===== src/rtl/fir_out_quant.sv =====
// Output quantiser for the FIR engine: round-by-shift and saturate each
// accumulator result, buffer it in a small FIFO and re-emit it on AXI-Stream.
module fir_out_quant #(
   parameter int pDATA_WIDTH = 32,
   parameter int OUT_WIDTH   = 16,
   parameter int SHIFT       = 8,
   parameter int DEPTH       = 4
) (
   input  logic                   axis_clk,
   input  logic                   axis_rst_n,
   input  logic                   ss_tvalid,
   input  logic [pDATA_WIDTH-1:0] ss_tdata,
   input  logic                   ss_tlast,
   output logic                   ss_tready,
   output logic                   sm_tvalid,
   output logic [OUT_WIDTH-1:0]   sm_tdata,
   output logic                   sm_tlast,
   input  logic                   sm_tready,
   output logic [15:0]            sat_cnt,
   output logic [15:0]            frame_cnt
);

   localparam int AW = (DEPTH > 1) ? $clog2(DEPTH) : 1;
   localparam int TW = pDATA_WIDTH + 1;
   localparam logic [AW:0] FULL = (AW+1)'(DEPTH);
   localparam logic signed [TW-1:0] RND  = TW'((64'd1 << SHIFT) >> 1);
   localparam logic signed [TW-1:0] OMAX = TW'((64'd1 << (OUT_WIDTH-1)) - 64'd1);
   localparam logic signed [TW-1:0] OMIN = ~OMAX;

   logic [OUT_WIDTH-1:0] mem_data [DEPTH];
   logic [DEPTH-1:0]     mem_last;
   logic [AW-1:0]        wr_ptr;
   logic [AW-1:0]        rd_ptr;
   logic [AW:0]          count;
   logic                 push;
   logic                 pop;

   logic signed [TW-1:0] t_val;
   logic signed [TW-1:0] r_val;
   logic                 sat_hi;
   logic                 sat_lo;
   logic [OUT_WIDTH-1:0] q_val;

   assign ss_tready = (count != FULL);
   assign sm_tvalid = (count != '0);
   assign push      = ss_tvalid & ss_tready;
   assign pop       = sm_tvalid & sm_tready;
   assign sm_tdata  = mem_data[rd_ptr];
   assign sm_tlast  = mem_last[rd_ptr];

   // One extra bit of headroom keeps the rounding add from overflowing.
   always_comb begin
      t_val  = $signed({ss_tdata[pDATA_WIDTH-1], ss_tdata}) + RND;
      r_val  = t_val >>> SHIFT;
      sat_hi = (r_val > OMAX);
      sat_lo = (r_val < OMIN);
      q_val  = r_val[OUT_WIDTH-1:0];
      if (sat_hi) begin
         q_val = OMAX[OUT_WIDTH-1:0];
      end else if (sat_lo) begin
         q_val = OMIN[OUT_WIDTH-1:0];
      end
   end

   always_ff @(posedge axis_clk or negedge axis_rst_n) begin
      if (!axis_rst_n) begin
         for (int i = 0; i < DEPTH; i++) begin
            mem_data[i] <= '0;
         end
         mem_last <= '0;
         wr_ptr   <= '0;
         rd_ptr   <= '0;
         count    <= '0;
      end else begin
         if (push) begin
            mem_data[wr_ptr] <= q_val;
            mem_last[wr_ptr] <= ss_tlast;
            wr_ptr           <= wr_ptr + AW'(1);
         end
         if (pop) begin
            rd_ptr <= rd_ptr + AW'(1);
         end
         case ({push, pop})
            2'b10:   count <= count + (AW+1)'(1);
            2'b01:   count <= count - (AW+1)'(1);
            default: count <= count;
         endcase
      end
   end

   // sat_cnt sticks at all-ones; frame_cnt is allowed to wrap.
   always_ff @(posedge axis_clk or negedge axis_rst_n) begin
      if (!axis_rst_n) begin
         sat_cnt   <= '0;
         frame_cnt <= '0;
      end else begin
         if (push && (sat_hi || sat_lo) && (sat_cnt != 16'hFFFF)) begin
            sat_cnt <= sat_cnt + 16'd1;
         end
         if (pop && sm_tlast) begin
            frame_cnt <= frame_cnt + 16'd1;
         end
      end
   end

endmodule


===== config.mk =====
export PLATFORM = sky130hd
export DESIGN_NAME = fir_out_quant
export DESIGN_NICKNAME = d
export VERILOG_FILES = /design/src/rtl/fir_out_quant.sv
export SDC_FILE = /design/constraint.sdc
export NUM_CORES = 1
export LEC_CHECK = 0
export ABC_AREA = 0
export BUFFER_PORTS_ARGS = -buffer_cell sky130_fd_sc_hd__buf_4
export CAP_MARGIN = 5
export CORE_ASPECT_RATIO = 0.5
export CORE_UTILIZATION = 30
export CTS_CLUSTER_DIAMETER = 200
export DETAILED_ROUTE_END_ITERATION = 8
export GPL_ROUTABILITY_DRIVEN = 0
export HOLD_SLACK_MARGIN = 0.03
export SYNTH_ARGS = -nofsm -noshare
export SYNTH_HDL_FRONTEND = slang
export SYNTH_SLANG_ARGS = --single-unit

===== constraint.sdc =====
create_clock -name axis_clk -period 4.6 [get_ports axis_clk]
set_input_delay 0.23 -clock axis_clk [delete_from_list [all_inputs] [get_ports axis_clk]]
set_output_delay 0.23 -clock axis_clk [all_outputs]
set_load 0.01 [all_outputs]

==> results of run 1 <==
==> critical path, cell delays in order <==
cell and delay [ns]:
buf_4 0.10, ha_1 0.23, nand3_1 0.24, nor4_4 0.39
xor2_1 0.20, nand4_1 0.20, o31ai_4 0.81, buf_4 0.32
a21boi_2 0.11, o21ai_0 0.19
==> registers in the layout, summed over array words and instances (netlist names) <==
signal and flops:
mem_data 64, count 3, mem_last 4, frame_cnt 16, rd_ptr 2, wr_ptr 2, sat_cnt 16
==> path summary, 6_finish.rpt <==
path	start	end	slack, ns	depth (start not counted)
min in group asynchronous	axis_rst_n	mem_data[59]$_DFFE_PN0P_	0.51	2
worst min register to register	mem_data[28]$_DFFE_PN0P_	mem_data[28]$_DFFE_PN0P_	0.48	2
max in group asynchronous	axis_rst_n	mem_last[1]$_DFFE_PN0P_	2.99	3
worst max-delay path	ss_tdata[7]	mem_data[12]$_DFFE_PN0P_	1.82	10
worst max register to register	rd_ptr[1]$_DFFE_PN0P_	frame_cnt[15]$_DFFE_PN0P_	2.00	6
worst min-delay path	ss_tlast	mem_last[0]$_DFFE_PN0P_	0.13	2
==> layout make-up <==
cell class	instances	area, um2	area share (%)
inverter	9	33.8	0.503
tap	234	293	4.36
multi-input combinational	351	2790	41.5
timing repair buffer	86	648	9.66
clock buffer	11	233	3.47
sequential	107	2680	39.9
clock inverter	5	38.8	0.578
==> cells by family (layout without fill, tap and decap cells) <==
group,count (synthesis),count (layout)
xor gates and xnor gates,53,53
adders and majority gates,9,9
AOI/OAI and AO/OA,74,74
buffers and inverters,31,111
muxes,57,57
DFF,107,107
and+or+nand+nor,158,158
==> cell usage after synthesis, types with 7 or more instances <==
cell	n	share of area (%)
a21oi_2	12	1.9
ha_1	8	1.8
a21boi_2	7	1.4
o21ai_0	29	2.6
inv_1	9	0.60
nor3_1	7	0.62
nor2_1	13	0.87
xnor2_1	24	3.7
nand2_1	58	3.9
mux2_2	37	7.4
o21ai_2	7	1.1
nand3_1	29	2.6
dfrtp_1	107	48
and3_1	15	1.7
clkbuf_1	14	0.94
xor2_1	29	4.5
nand4_1	12	1.3
mux4_2	17	6.8
==> layer usage <==
| metal | share of wire (%) | global-route usage [%] | wire (um) | vias up |
|---|---|---|---|---|
| met3 | 4.3 | 4.07 | 526 | 7 |
| met5 | 0 | 0 | 0 | - |
| li1 | - | - | - | 1908 |
| met2 | 46 | 22.0 | 5690 | 47 |
| met1 | 49 | 17.8 | 5940 | 1903 |
| met4 | 0.74 | 2.97 | 91 | 0 |
==> power groups by stage <==
stage / logic (mW) / registers, mW / clock network (mW)
finish: 1.51 / 1.58 / 0.719
global route: 1.67 / 1.64 / 0.787
CTS: 1.54 / 1.58 / 0.745
detailed placement: 1.54 / 1.60 / 0
global placement: 1.51 / 1.58 / 0
floorplan: 1.01 / 1.51 / 0
==> repair_timing <==
item	in CTS	in global routing
hold buffers	1	0
hold endpoints to repair	60	0
buffers inserted	0	0
==> summary.md, run 1 <==
| Metric | Value |
|---|---|
| Post-synthesis cell type count | `between 40 and 50` |
| PortBufs | `80` |
| Avg Cell Area, Syn | `11.5 um2` |
| Height of the die | `98.7 um` |
| Syn Inst Count | `489` |
| Total internal power | `2.53 mW` |
| Largest net degree at the start of global routing | `62` |
| Comb pwr share | `between 30% and 40%` |
| CTS Buf Count | `9` |
| Finished Cell Area | `6710 um2` |
| Post-Synth Adder-Cell Area | `2.14%` |
| Final Hold Vio Count | `0` |
| Leak | `2.93 nW` |
| Max-cap violations | `0` |
| Initial Util | `about a third` |
| Final wirelength | `12200 um` |
| RSZ-0062 raised after global routing | `false` |
| Clock sink total | `107` |
| Post-detailed-route wirelength per cell | `15.2 um` |
| Syn_nets | `~540` |
| Layout area overhead | `19.7%` |
| Peak VDD IR | `between 200 and 250 uV` |
| Ratio of cells with drive above 1 in the final layout | `32.3%` |
| Ys Warns | `0` |
| Clk slew on worst S/H paths | `0.07 ns` |
| Finished Layout Cells | `803` |
| Clk buf depth | `2` |
| FP Rows | `34` |
| Part of the cycle the worst path needs | `about 60%` |
| Clock tree from TritonCTS | `built` |
| Critical path peak fanout | `16` |
| Pre-CTS WS | `1.40 ns` |
| Final worst slack | `1.82 ns` |
| Worst slew margin | `35.5%` |
| Gr ovfl total | `0` |
| First-pass GRT wire length | `20500 um` |
| Antenna-violating nets left | `0` |
| Pre-antenna DRT Iters | `4` |
| Worst slew pin tran | `slightly below 1 ns` |
| Die area | `19300 um2` |
| Diode count | `0` |
| Skew-Pair Late Insertion Delay | `roughly 0.35 ns` |
| CP required | `4.85 ns` |
| Detail Placement HPWL | `about 8800 um` |
| Post-synth EDFFs | `0` |
| Die span in x | `~200 um` |
| Yosys reg bits | `between 100 and 150` |
| Compound-cell area share of the yosys netlist | `9.86%` |
| Largest family of logic cells by synthesized area | `multiplexers` |
| Register area share after synthesis | `47.7%` |
| Tot GR Track Use | `13.5%` |
| Tmin final | `around 2.8 ns` |
| Total negative slack | `0 ns` |
| Worst setup SP type | `primary input` |
| Slew Viols, Final | `0` |
| Prevailing post-synth register cell | `dfrtp_1` |
| Pwr Total | `3.80 mW` |
| Sw frac | `between 30 and 40%` |
| Post-synthesis mux area share | `14.9%` |
| Synth Cell Area | `approximately 5600 um2` |
| DRC | `0` |
| Run status | `complete, no violations` |
| Switching power total | `approximately 1.3 mW` |
| Initial antenna violation count | `0` |
| Min-Delay Path Class | `in2reg` |
| Clock Skews | `between 0.009 and 0.01 ns` |
| Worst Hold Slack | `0.134 ns` |
| Clock share of power | `18.9%` |
| DR iter-0 viols | `between 150 and 200` |
| Commonest non-fill, non-tap cell in the layout | `dfrtp_1` |
| Core area | `17800 um2` |
| Fillers | `1718` |
| Most frequent cells in the layout | `107 x dfrtp_1, 85 x buf_4, 58 x nand2_1` |
| Ys async rst share | `100%` |
| DP Area | `6430 um2` |
| Post-placement cell count | `between 700 and 800` |
| Critical path class | `in2reg` |
| Final setup fails | `0` |
| Fin util | `approximately 38%` |
| Post-cts sizing count | `0` |
| Post-DR vias/cell | `4.81` |
| Routed via count | `3865` |
| Sequential power share | `41.5%` |
| Simple-gate share of the synthesized area | `14.5%` |
| Worst setup EP type | `register` |
| # IOs | `88` |
| Vias in the first global route | `3843` |
| Clock root buffer | `clkbuf_16` |
| Nets@finish | `610` |
| Max Fclk | `0.360 GHz` |
| Xor-xnor portion of the synthesized cell area | `8.28%` |
| H-tree Lvls | `3` |
| CP arrival | `3.02 ns` |
| Pwr dens | `566 nW/um2` |
(Power assumes the default switching activity.)
==> run 2: changes to the inputs <==
==> constraint.sdc (replaced) <==
create_clock -name axis_clk -period 2.52 [get_ports axis_clk]
set_input_delay 0.126 -clock axis_clk [delete_from_list [all_inputs] [get_ports axis_clk]]
set_output_delay 0.126 -clock axis_clk [all_outputs]
set_load 0.01 [all_outputs]
==> run 2 against run 1 <==
Compared with the run above:
- combinational power increased by 92%
- power rose by 87%
- hold slack improved by 0.12 ns
- first-iteration DRC count fell by 38%
- non-clock buffer count increased by 25
- clock skew is 0.0015 ns higher
- via count rose by 2.3%
- highest routed layer unchanged
- count of clock-buffer cells in the layout is 1 lower
- sequential share of layout area shrank 1.4 points
- register-to-register slack got worse by 1.6 ns
- critical path type unchanged
==> summary.md, run 2 (same netlist as run 1, synthesis figures left out) <==
| Metric | Value |
|---|---|
| # IOs | `around 90` |
| Die span in x | `195 um` |
| CP max stage cell | `a2111o_1` |
| Part of the cycle the worst path needs | `87.0%` |
| DP Area | `6650 um2` |
| Min-Delay Path Class | `in2reg` |
| Peak VDD IR | `470 uV` |
| Final Hold Vio Count | `0` |
| Core area | `approximately 18000 um2` |
| CTS Hold Bufs | `2` |
| DRC | `0` |
| Post-cts sizing count | `0` |
| Final wirelength | `12700 um` |
| Vias in the first global route | `3997` |
| Most numerous cell on the critical path | `nand3_1` |
| Gr ovfl total | `0` |
| Worst slew margin | `56.8%` |
| Register with the most flip-flops | `mem_data` |
| DR iter-0 viols | `120` |
| Worst setup SP type | `primary input` |
| Clock sink total | `107` |
| Tot GR Track Use | `~14%` |
| Clk buf depth | `2` |
| Critical path peak fanout | `15` |
| Pwr dens | `a little over 1000 nW/um2` |
| Post-detailed-route wirelength per cell | `15.4 um` |
| Largest net degree at the start of global routing | `70` |
| Clock root buffer | `clkbuf_16` |
| Antenna-violating nets left | `0` |
| Worst slew pin tran | `0.647 ns` |
| Finished Layout Cells | `a little over 800` |
| Run status | `complete, no violations` |
| Initial Util | `31.5%` |
| Clk slew on worst S/H paths | `0.08 ns` |
| Max Fclk | `0.456 GHz` |
| CTS Buf Count | `9` |
| Setup bufs post-CTS | `0` |
| Ratio of cells with drive above 1 in the final layout | `35.4%` |
| Slowest stage delay, CP | `0.46 ns` |
| Post-DR vias/cell | `roughly 4.8` |
| Finished Cell Area | `6960 um2` |
| FP Rows | `34` |
| Tmin final | `around 2.2 ns` |
| Pwr Total | `7.10 mW` |
| Fillers | `1739` |
| Leak | `3.08 nW` |
| Max reg flops | `64` |
| CP required | `about 2.8 ns` |
| Initial antenna violation count | `0` |
| Final setup fails | `0` |
| Most frequent cells in the layout | `107 x dfrtp_1, 106 x buf_4, 58 x nand2_1` |
| H-tree Lvls | `3` |
| Diode count | `0` |
| Detail Placement HPWL | `about 9400 um` |
| Worst setup EP type | `register` |
| Clock Skews | `roughly 0.011 ns` |
| Biggest regs | `mem_data (64), frame_cnt (16), sat_cnt (16)` |
| Post-placement cell count | `810` |
| Height of the die | `98.7 um` |
| First-pass GRT wire length | `21300 um` |
| Layout area overhead | `24.0%` |
| Total negative slack | `0 ns` |
| Slew Viols, Final | `0` |
| Worst Hold Slack | `around 0.26 ns` |
| Max-cap violations | `0` |
| Buf/Inv on CP | `2` |
| Pre-antenna DRT Iters | `5` |
| Crit path max-delay family | `compound AO/OA/AOI/OAI gates` |
| CP cell instances | `buf_4 -> ha_1 -> nand3_1 -> nor4_4 -> nand3_1 -> a2111o_1 -> o31ai_4 -> buf_12 -> a21boi_2 -> o21ai_0` |
| CP arrival | `2.42 ns` |
| PortBufs | `80` |
| Routed via count | `around 4000` |
| Commonest non-fill, non-tap cell in the layout | `dfrtp_1` |
| Nets@finish | `635` |
| Skew-Pair Late Insertion Delay | `0.35 ns` |
| Die area | `19300 um2` |
| RSZ-0062 raised after global routing | `false` |
| Critical path class | `in2reg` |
| Clock tree from TritonCTS | `built` |
==> run 2: changes by cell type in the layout (fill, tap and decap cells not counted), sizes merged <==
cell         previous run  this run
inv                    10        11
clkinv                  1         4
clkinvlp                3         0
clkbuf                 11        10
buf                    85       109
dlygate4sd3             1         2
==> run 2: area by class of cell <==
class	count	area (um2)	area share, %
clock buffer	10	239	3.44
clock inverter	6	48.8	0.702
inverter	9	33.8	0.486
multi-input combinational	351	2790	40.1
sequential	107	2680	38.5
tap	234	293	4.21
timing repair buffer	111	876	12.6
==> run 2: report_power, final <==
group | internal [mW] | switching, mW | total (mW)
logic | 1.59 | 1.31 | 2.90
clock network | 0.710 | 0.679 | 1.39
registers | 2.41 | 0.404 | 2.81
total | 4.71 | 2.39 | 7.10
==> run 2: worst register-to-register path, stage by stage, from the launching register on <==
cell and delay [ns]:
dfrtp_1 0.42, inv_1 0.13, nand3_1 0.11, and2_1 0.24, inv_1 0.13, ha_1 0.19, inv_1 0.06, fa_1 0.38
xor2_1 0.15, nor2_1 0.12, xor2_1 0.15
==> run 2: worst paths after layout <==
path	from	end	slack, ns	depth (start not counted)
setup reg to reg	count[0]$_DFFE_PN0P_	count[2]$_DFFE_PN0P_	0.37	10
max in group asynchronous	axis_rst_n	frame_cnt[11]$_DFFE_PN0P_	1.45	3
min in group asynchronous	axis_rst_n	mem_data[30]$_DFFE_PN0P_	0.31	2
hold / removal	sm_tready	rd_ptr[0]$_DFFE_PN0P_	0.26	4
hold reg to reg	mem_data[23]$_DFFE_PN0P_	mem_data[23]$_DFFE_PN0P_	0.48	2
setup / recovery	ss_tdata[7]	mem_data[12]$_DFFE_PN0P_	0.33	10
==> run 2: routing by layer <==
| layer | up-vias | wire, um | GRT usage [%] | part of all wire [%] |
|---|---|---|---|---|
| li1 | 1963 | - | - | - |
| met1 | 1935 | 6290 | 19.4 | 49 |
| met2 | 44 | 5870 | 22.0 | 46 |
| met3 | 11 | 428 | 3.63 | 3.4 |
| met4 | 0 | 154 | 4.24 | 1.2 |
| met5 | - | 0 | 0 | 0 |
==> run 2: per-stage QoR <==
stage,util (%),worst slack (ns)
after floorplan,-,0.196
after global placement,37.3,-0.0183
after detailed placement,37.3,-0.0315
after CTS,39.0,0.336
after global routing,39.0,0.198
final,39.0,0.329
==> run 3: changes to the inputs <==
--- a/config.mk
+++ b/config.mk
@@ -5,15 +5,18 @@
 export SDC_FILE = /design/constraint.sdc
 export NUM_CORES = 1
 export LEC_CHECK = 0
-export ABC_AREA = 0
+export ABC_AREA = 1
 export BUFFER_PORTS_ARGS = -buffer_cell sky130_fd_sc_hd__buf_4
 export CAP_MARGIN = 5
+export CELL_PAD_IN_SITES_DETAIL_PLACEMENT = 1
+export CELL_PAD_IN_SITES_GLOBAL_PLACEMENT = 1
 export CORE_ASPECT_RATIO = 0.5
 export CORE_UTILIZATION = 30
 export CTS_CLUSTER_DIAMETER = 200
 export DETAILED_ROUTE_END_ITERATION = 8
 export GPL_ROUTABILITY_DRIVEN = 0
 export HOLD_SLACK_MARGIN = 0.03
+export PLACE_DENSITY_LB_ADDON = 0.1
 export SYNTH_ARGS = -nofsm -noshare
 export SYNTH_HDL_FRONTEND = slang
 export SYNTH_SLANG_ARGS = --single-unit
==> run 3 against run 2 <==
Compared with the run above:
- via count is 38% higher
- synthesized area increased by 7.3%
- routed wire length grew 39%
- critical path type is now reg2reg
- highest routed layer unchanged
==> summary.md, run 3 <==
| Metric | Value |
|---|---|
| Layout area overhead | `21.4%` |
| Ys async rst share | `100%` |
| Ranking of synthesized cells by area | `dfrtp_1 44%, nand2_1 22%, nor2_1 5.0%` |
| Final Hold Vio Count | `0` |
| Pwr dens | `about 1000 nW/um2` |
| Nets@finish | `roughly 950` |
| Max-cap violations | `0` |
| Antenna-violating nets left | `0` |
| Slew Viols, Final | `0` |
| Avg Cell Area, Syn | `7.30 um2` |
| First-pass GRT wire length | `29400 um` |
| Tot GR Track Use | `roughly 18%` |
| CTS Hold Bufs | `2` |
| Pre-CTS WS | `0.180 ns` |
| Register area share after synthesis | `44.5%` |
| Post-synth EDFFs | `0` |
| Min-Delay Path Class | `in2reg` |
| Clock root buffer | `clkbuf_16` |
| RSZ-0062 raised after global routing | `false` |
| Run status | `complete, no violations` |
| Top-count cell post-synth | `nand2_1` |
| Height of the die | `slightly above 100 um` |
| Core area | `19500 um2` |
| Switching power total | `3.02 mW` |
| Post-DR vias/cell | `4.63` |
| Sw frac | `39.9%` |
| H-tree Lvls | `3` |
| Syn_nets | `870` |
| DR WL met2 | `8000 um` |
| Clock Skews | `0.00761 ns` |
| Top layer in use | `met4` |
| Comb pwr share | `41.5%` |
| Post-placement cell count | `1160` |
| Critical path class | `reg2reg` |
| Critical path peak fanout | `8` |
| Final wirelength | `17700 um` |
| CP cell instances | `o21ai_0 -> o21ai_1 -> nand2_1 -> nor2_1 -> nand3_1 -> nor3_1 -> and2_1 -> nand2_1 -> xor2_1` |
| Post-synthesis cell type count | `34` |
| CP required | `2.77 ns` |
| Clock share of power | `21.6%` |
| Syn Inst Count | `between 800 and 900` |
| Met3 WL | `644 um` |
| Clock tree from TritonCTS | `built` |
| Clock sink total | `around 110` |
| Sequential power share | `36.9%` |
| Setup bufs post-CTS | `0` |
| Max Fclk | `about 0.46 GHz` |
| Crit path max-delay family | `simple AND/OR/NAND/NOR gates` |
| Synth Cell Area | `6020 um2` |
| Top cells by count, synth | `359 x nand2_1, 107 x dfrtp_1, 80 x nor2_1` |
| Prevailing post-synth register cell | `dfrtp_1` |
| DRC | `0` |
| Vias in the first global route | `5636` |
| Skew-Pair Late Insertion Delay | `0.36 ns` |
| Fin util | `37.4%` |
| Slowest stage delay, CP | `0.51 ns` |
| Die span in x | `202 um` |
| Part of the cycle the worst path needs | `86.6%` |
| Initial Util | `30.8%` |
| Finished Layout Cells | `roughly 1200` |
| Top cell type's share of synthesized area | `approximately 44%` |
| Initial antenna violation count | `0` |
| Clk slew on worst S/H paths | `around 0.080 ns` |
| Gr ovfl total | `0` |
| Final setup fails | `0` |
| Commonest non-fill, non-tap cell in the layout | `nand2_1` |
| CP max stage cell | `dfrtp_1` |
| Post-cts sizing count | `0` |
| Biggest regs | `mem_data (64), frame_cnt (16), sat_cnt (16)` |
| Worst setup EP type | `register` |
| Post-detailed-route wirelength per cell | `between 10 and 15 um` |
| Most numerous cell on the critical path | `nand2_1` |
| Wire length on met1 | `8900 um` |
| Most frequent cells in the layout | `359 x nand2_1, 107 x dfrtp_1, 92 x buf_4` |
| CP arrival | `around 2.4 ns` |
| Routed via count | `5449` |
| Buf/Inv on CP | `0` |
| # IOs | `88` |
| Tmin final | `2.18 ns` |
| Yosys reg bits | `107` |
| FP Rows | `36` |
| Peak VDD IR | `358 uV` |
| Max reg flops | `64` |
| Final worst slack | `0.338 ns` |
| CTS Buf Count | `9` |
| Worst slew margin | `51.6%` |
| Ratio of cells with drive above 1 in the final layout | `13.9%` |
| DR iter-0 viols | `about 210` |
| Diode count | `0` |
| Worst setup SP type | `register` |
| Total negative slack | `0 ns` |
| Total internal power | `4.55 mW` |
| Detail Placement HPWL | `12600 um` |
| Clk buf depth | `2` |
| Largest area contributor in the netlist | `dfrtp_1` |
| Largest net degree at the start of global routing | `48` |
| Pre-antenna DRT Iters | `4` |
| PortBufs | `80` |
| Register with the most flip-flops | `mem_data` |
| Ys Warns | `0` |
| Worst slew pin tran | `between 0.7 and 0.8 ns` |
| Fillers | `between 2000 and 2500` |
| Die area | `20700 um2` |
| Leak | `3.79 nW` |
run 3: changes by cell type after synthesis, moves of 14 or more:
| cell | change |
|---|---|
| and3_1 | -15 |
| inv_1 | +40 |
| mux2_2 | -37 |
| mux4_2 | -17 |
| nand2_1 | +301 |
| nand3_1 | +14 |
| nor2_1 | +67 |
| o21ai_0 | +15 |
| o22ai_1 | +16 |
run 3: logic make-up (layout without fill, tap and decap cells):
logic type,count (synthesis),count (layout),synth area share [%]
and+or+nand+nor,518,518,35.6
DFF,107,107,44.5
buffers and inverters,79,167,5.41
AOI/OAI and AO/OA,66,66,5.91
xor gates and xnor gates,45,45,6.55
adders and majority gates,9,9,2.00
run 3: worst min-delay path, stage by stage:
cell and delay (ns):
buf_4 0.11, nand2_1 0.13, xor2_1 0.08
run 3: final timing paths:
check	start	to	slack [ns]	depth (start not counted)
setup reg to reg	rd_ptr[1]$_DFFE_PN0P_	frame_cnt[14]$_DFFE_PN0P_	0.34	9
min in group asynchronous	axis_rst_n	frame_cnt[13]$_DFFE_PN0P_	0.31	2
setup / recovery	rd_ptr[1]$_DFFE_PN0P_	frame_cnt[14]$_DFFE_PN0P_	0.34	9
hold / removal	ss_tvalid	wr_ptr[0]$_DFFE_PN0P_	0.12	3
hold reg to reg	frame_cnt[15]$_DFFE_PN0P_	frame_cnt[15]$_DFFE_PN0P_	0.47	1
max in group asynchronous	axis_rst_n	frame_cnt[11]$_DFFE_PN0P_	1.50	3
run 3: cell type report:
type                    count  area (um2)  share of cell area (%)
repair buffers             95         731                    10.0
flip-flops and latches    107        2680                    36.7
clock buffers               9         225                    3.08
inverters                  56         210                    2.88
multi-input cells         638        3010                    41.3
well taps                 266         333                    4.56
clock inverters             7         114                    1.56
run 3: per-stage QoR:
| stage | hold slack (ns) | cell area [um2] | power [mW] |
|---|---|---|---|
| global placement | 0.185 | 6950 | 5.92 |
| finish | 0.123 | 7300 | 7.57 |
| floorplan | -0.170 | 6020 | 4.64 |
| CTS | 0.113 | 7300 | 7.68 |
| detailed placement | 0.184 | 6950 | 6.01 |
| global route | 0.112 | 7300 | 8.24 |
run 3: power by group through the flow:
stage / Combinational, mW / Sequential, mW / Clock (mW)
after floorplan: 1.91 / 2.74 / 0
after global placement: 3.12 / 2.80 / 0
after detailed placement: 3.19 / 2.82 / 0
after CTS: 3.20 / 2.79 / 1.69
after global routing: 3.58 / 2.90 / 1.76
final: 3.14 / 2.79 / 1.63
run 3: metal layers:
metal  up-vias  global-route usage, %
li1       2754                      -
met1      2627                   24.4
met2        60                   30.6
met3         8                   4.66
met4         0                   2.37
met5         -                      0
